<file path="src/rtl/key_led_ctrl_if.sv">
// Key/LED channel bundle: raw active-low keys and clear in, press pulses,
// per-channel mode and LED drive out.
interface key_led_ctrl_if #(
  parameter int N_KEY = 4
);
  logic [N_KEY-1:0]   key;
  logic               clr;
  logic [N_KEY-1:0]   press;
  logic [2*N_KEY-1:0] mode;
  logic [N_KEY-1:0]   led;

  modport master (
    output key,
    output clr,
    input  press,
    input  mode,
    input  led
  );

  modport slave (
    input  key,
    input  clr,
    output press,
    output mode,
    output led
  );
endinterface

</file>
<file path="src/rtl/key_led_ctrl.sv">
// Multi-key debounce and LED mode controller: each debounced press steps its
// LED through OFF -> ON -> BLINK -> OFF; one shared blink timer keeps BLINK in phase.
module key_led_ctrl #(
  parameter int N_KEY     = 4,
  parameter int DEB_CYC   = 1_000_000,
  parameter int BLINK_CYC = 25_000_000
) (
  input  logic           clk,
  input  logic           rstn,
  key_led_ctrl_if.slave  bus
);

  localparam int CNT_W  = (DEB_CYC > 1) ? $clog2(DEB_CYC) : 1;
  localparam int BCNT_W = (BLINK_CYC > 1) ? $clog2(BLINK_CYC) : 1;
  localparam logic [CNT_W-1:0]  CNT_MAX  = CNT_W'(DEB_CYC - 1);
  localparam logic [BCNT_W-1:0] BCNT_MAX = BCNT_W'(BLINK_CYC - 1);

  typedef enum logic [1:0] {
    MODE_OFF   = 2'b00,
    MODE_ON    = 2'b01,
    MODE_BLINK = 2'b10
  } mode_e;

  // Two-flop synchroniser; idle (released) level is high.
  logic [N_KEY-1:0] key_s1_q, key_s1_d;
  logic [N_KEY-1:0] key_s2_q, key_s2_d;

  always_comb begin
    key_s1_d = bus.key;
    key_s2_d = key_s1_q;
  end

  always_ff @(posedge clk or negedge rstn) begin
    if (!rstn) begin
      key_s1_q <= '1;
      key_s2_q <= '1;
    end else begin
      key_s1_q <= key_s1_d;
      key_s2_q <= key_s2_d;
    end
  end

  // Free-running blink timer shared by all channels; clr leaves it alone.
  logic [BCNT_W-1:0] bcnt_q, bcnt_d;
  logic              phase_q, phase_d;

  always_comb begin
    bcnt_d  = bcnt_q + BCNT_W'(1);
    phase_d = phase_q;
    if (bcnt_q == BCNT_MAX) begin
      bcnt_d  = '0;
      phase_d = ~phase_q;
    end
  end

  always_ff @(posedge clk or negedge rstn) begin
    if (!rstn) begin
      bcnt_q  <= '0;
      phase_q <= 1'b0;
    end else begin
      bcnt_q  <= bcnt_d;
      phase_q <= phase_d;
    end
  end

  for (genvar gi = 0; gi < N_KEY; gi++) begin : g_ch
    logic             deb_q, deb_d;
    logic [CNT_W-1:0] cnt_q, cnt_d;
    logic             press_q, press_d;
    mode_e            mode_q, mode_d;
    logic             led_c;

    // Any return to the accepted level restarts the hold count.
    always_comb begin
      deb_d   = deb_q;
      cnt_d   = cnt_q + CNT_W'(1);
      press_d = 1'b0;
      if (key_s2_q[gi] == deb_q) begin
        cnt_d = '0;
      end else if (cnt_q == CNT_MAX) begin
        deb_d   = key_s2_q[gi];
        cnt_d   = '0;
        press_d = deb_q;
      end
    end

    always_comb begin
      mode_d = mode_q;
      if (bus.clr) begin
        mode_d = MODE_OFF;
      end else if (press_q) begin
        case (mode_q)
          MODE_OFF: mode_d = MODE_ON;
          MODE_ON:  mode_d = MODE_BLINK;
          default:  mode_d = MODE_OFF;
        endcase
      end
    end

    always_ff @(posedge clk or negedge rstn) begin
      if (!rstn) begin
        deb_q   <= 1'b1;
        cnt_q   <= '0;
        press_q <= 1'b0;
        mode_q  <= MODE_OFF;
      end else begin
        deb_q   <= deb_d;
        cnt_q   <= cnt_d;
        press_q <= press_d;
        mode_q  <= mode_d;
      end
    end

    always_comb begin
      led_c = 1'b0;
      case (mode_q)
        MODE_ON:    led_c = 1'b1;
        MODE_BLINK: led_c = phase_q;
        default:    led_c = 1'b0;
      endcase
    end

    assign bus.press[gi]      = press_q;
    assign bus.mode[2*gi +: 2] = mode_q;
    assign bus.led[gi]        = led_c;
  end

endmodule

</file>
<file path="src/flat_wrapper.sv">
// flat-port wrapper written by rule: the top's interface ports become plain ports
module key_led_ctrl_flat 
#(
  parameter int N_KEY     = 4,
  parameter int DEB_CYC   = 1_000_000,
  parameter int BLINK_CYC = 25_000_000
)
  (clk, rstn, bus_key, bus_clr, bus_press, bus_mode, bus_led);
  key_led_ctrl_if #(.N_KEY(N_KEY)) bus_i ();
  input  logic clk;
  input  logic rstn;
  input wire logic [$bits(bus_i.key)-1:0] bus_key;
  input wire logic [$bits(bus_i.clr)-1:0] bus_clr;
  output wire logic [$bits(bus_i.press)-1:0] bus_press;
  output wire logic [$bits(bus_i.mode)-1:0] bus_mode;
  output wire logic [$bits(bus_i.led)-1:0] bus_led;
  assign bus_i.key = bus_key;
  assign bus_i.clr = bus_clr;
  assign bus_press = bus_i.press;
  assign bus_mode = bus_i.mode;
  assign bus_led = bus_i.led;
  key_led_ctrl #(.N_KEY(N_KEY), .DEB_CYC(DEB_CYC), .BLINK_CYC(BLINK_CYC)) u_core (.clk(clk), .rstn(rstn), .bus(bus_i));
endmodule
</file>
<file path="config.mk">
export PLATFORM = sky130hd
export DESIGN_NAME = key_led_ctrl_flat
export DESIGN_NICKNAME = d
export VERILOG_FILES = /design/src/rtl/key_led_ctrl_if.sv /design/src/rtl/key_led_ctrl.sv /design/src/flat_wrapper.sv
export SDC_FILE = /design/constraint.sdc
export NUM_CORES = 1
export LEC_CHECK = 0
export CAP_MARGIN = 30
export CORE_MARGIN = 5
export CORE_UTILIZATION = 47
export DETAILED_ROUTE_END_ITERATION = 10
export DONT_BUFFER_PORTS = 1
export GPL_ROUTABILITY_DRIVEN = 1
export PLACE_DENSITY = 0.7
export SLEW_MARGIN = 10
export SYNTH_ARGS = -nofsm -noshare
export SYNTH_HDL_FRONTEND = slang
export SYNTH_SLANG_ARGS = --single-unit
</file>
<file path="constraint.sdc">
create_clock -name clk -period 1.89 [get_ports clk]
set_clock_uncertainty 0.05 [all_clocks]
set_input_delay 0.189 -clock clk [delete_from_list [all_inputs] [get_ports clk]]
set_output_delay 0.189 -clock clk [all_outputs]
set_load 0.02 [all_outputs]
</file>
==> out/qor.csv <==
stage;metric;value;unit
critical_path;r2r-end;u_core.g_ch[3].cnt_q[18];
sta;setup_viol;0;
route;dr.pass1.iters;4;
critical_path;path_class;flip-flop to flip-flop;
power;p_leak;3.290;nW
status;outcome;finished with violations;
floorplanning;die_h;127.0;um
logic_synthesis;synth_edf_count;0;
power;power_density;832.3;nW/um2
floorplanning;core_area;13350;um2
critical_path;cp-startpoint;u_core.g_ch[3].cnt_q[0];
status;violations;negative hold slack;
sta;period_needed;1886;ps
route;wl_per_cell;14.75;um
cts;tritoncts;built;
route;routed_wl;13340;um
final_layout;fin_util;0.5961;
sta;worstMarginPinSlew;479.7;ps
cts;insertion_delay;420;ps
global_routing;antenna_found_initial;0;
floorplanning;start_util;0.4824;
run;drv_cap;0;
critical_path;cp_max_fo;6;
final_layout;fill_cells;1084;
critical_path;arrival;2180;ps
logic_synthesis;yosys.cell_types.count;41;
final_layout;drive_gt1_frac;0.2225;
global_routing;grt_max_degree;131;
route;vias_per_cell;5.451;
sta;rsz0062_at_grt;yes;
placement;dp_hpwl;9023;um
cts;cts_hold_buf;5;
critical_path;rr_worst_depth;5;
power;p_total;6.622;mW
sta;hold_viol;130;
global_routing;grt_pass1_wl;22980;um
critical_path;reg2reg_slack;4;ps
sta;fin_crit_sh;0.9980;
logic_synthesis;yosys.area.top_type_share;0.4586;
sta;timing.hold.ws;-581.7;ps
floorplanning;top_level_ports;23;
logic_synthesis;ys_top_cells_by_count;118 x dfrtp_1, 77 x nor2_1, 43 x xnor2_1, 38 x nand2_1, 38 x nand3_1;
logic_synthesis;netlist_area;6439;um2
floorplanning;dieWidth;127.0;um
power;peakVddDrop;745.2;uV
cts;clockBufferDepth;2;
logic_synthesis;syn_nets;666;
logic_synthesis;avgSynthCellArea;10.09;um2
cts;root_buffer;clkbuf_16;
placement;port_buffers;0;
cts;clkTransAtPathRegs;60;ps
cts;numClockSinks;130;
logic_synthesis;synth_flop_cell;dfrtp_1;
critical_path;worstPathRequired;2190;ps
logic_synthesis;synth_area_leader_cell;dfrtp_1;
final_layout;area_delta_synth_final;23.57;%
logic_synthesis;ys_warn_count;0;
final_layout;nets;743;
route;ant_nets;0;
logic_synthesis;synth-seq-cells;130;
final_layout;antenna_cells;0;
placement;place.gp.congestion;0.8356;
worst_hold_path;hp-class;input pin to async pin;
logic_synthesis;seq_area_frac_synth;0.5076;
route;drcViolationCount;0;
floorplanning;die_area;16140;um2
critical_path;endpoint_kind;flip-flop;
sta;drv_slew;0;
critical_path;cp-start-kind;flip-flop;
sta;relSlewSlack;0.6791;
global_routing;overflow;0;
route;vias;4928;
sta;fmax;0.5302;GHz
cts;h-tree-depth;4;
final_layout;final_area;7956;um2
global_routing;grt.total_usage;0.1739;
critical_path;worstSetupEndpoint;u_core.g_ch[3].cnt_q[18];
cts;cts-buffers-inserted;17;
logic_synthesis;synth_most_common_cell;dfrtp_1;
global_routing;grt_pass1_vias;5135;
logic_synthesis;synthArstFlopShare;1.000;
route;drtIter0Drc;316;
logic_synthesis;ys_top_cells_by_area;dfrtp_1 46%, xnor2_1 5.8%, dfstp_2 4.9%;
placement;dpl_cell_area;7097;um2
critical_path;r2r-start;u_core.g_ch[3].cnt_q[0];
logic_synthesis;synthCells;638;
floorplanning;num_rows;42;
==> worst min-delay path by stage <==
stage                     slack (ps)                      end  depth (start not counted)
after floorplan                 -160         u_core.bcnt_q[0]                          0
after global placement          -150        u_core.bcnt_q[16]                          0
after detailed placement        -150        u_core.bcnt_q[16]                          0
after CTS                       -600        u_core.bcnt_q[21]                          0
after global routing            -610  u_core.g_ch[3].cnt_q[3]                          0
final                           -580        u_core.bcnt_q[16]                          0
==> placed cells by master (no fill, tap or decap), drive strengths merged, types with 11 or more instances in the layout <==
cell type and count:
a21oi 33, and3 15, buf 73, clkbuf 20, dfrtp 118, dfstp 12
ha 21, inv 25, mux2i 11, nand2 38, nand3 38, nand4 22
nor2 77, nor3 14, nor4 19, o21ai 23, or3 20, or4 14
xnor2 43, xor2 25
==> state kept, by name, summed over array words and instances (netlist names) <==
signal               cells
u_core.key_s1_q          4
u_core.g_ch.press_q      4
u_core.key_s2_q          4
u_core.g_ch.deb_q        4
u_core.bcnt_q           25
u_core.g_ch.mode_q       8
u_core.g_ch.cnt_q       80
u_core.phase_q           1
==> layout make-up <==
| cell class | instances | area, um2 | share of cell area |
|---|---|---|---|
| Tap cell | 176 | 220.2 | 0.02768 |
| Sequential cell | 130 | 3279 | 0.4122 |
| Inverter | 24 | 90.09 | 0.01132 |
| Multi-Input combinational cell | 464 | 3095 | 0.3891 |
| Clock inverter | 12 | 203.9 | 0.02563 |
| Clock buffer | 20 | 456.7 | 0.05740 |
| Timing Repair Buffer | 78 | 610.6 | 0.07674 |
==> power breakdown <==
group	switching (mW)	internal [mW]
combinational	0.0715	0.0682
clock	1.22	2.41
sequential	0.0225	2.82
==> repair_timing <==
item                                   4_1_cts  5_1_grt
setup endpoints to repair                    8       30
pin swaps                                    1        9
setup buffers                                2        4
endpoints found under the hold margin      142      130
cloned                                       0        0
gates resized for setup                     13       19
==> through the flow <==
stage                     cells  setup WS, ps  hold WS [ps]  setup TNS [ps]
after CTS                   900        -2.779        -598.3          -2.779
final                       904         3.855        -581.7               0
after global placement      861         13.71        -147.6               0
after global routing        904        -86.90        -605.4          -98.70
after floorplan             638        -32.70        -156.6          -32.70
after detailed placement    861        -73.33        -147.3          -94.22
==> cells by family after synthesis <==
family,after synthesis,share of synthesized area
AND/OR/NAND/NOR,293,0.2454
buffers and inverters,44,0.03129
AO/OA/AOI/OAI,67,0.05830
multiplexers,15,0.02410
flip-flops,130,0.5076
XOR/XNOR,68,0.09250
adder cells (fa/ha/maj),21,0.04081
==> metal layers <==
| layer | routed length [um] | vias to the layer above | part of all wire | GRT usage |
|---|---|---|---|---|
| li1 | - | 2401 | - | - |
| met1 | 5840 | 2448 | 0.44 | 0.2135 |
| met2 | 6828 | 70 | 0.51 | 0.2939 |
| met3 | 538 | 9 | 0.040 | 0.05175 |
| met4 | 127 | 0 | 0.0095 | 0.05931 |
| met5 | 0 | - | 0 | 0 |
==> critical path, stage by stage (launching register included) <==
cell and delay (ps):
dfrtp_1 350, ha_2 180, nand4_1 110, or4_4 480
or4_4 500, a21oi_2 140
Power figures use the tool's default switching activity.
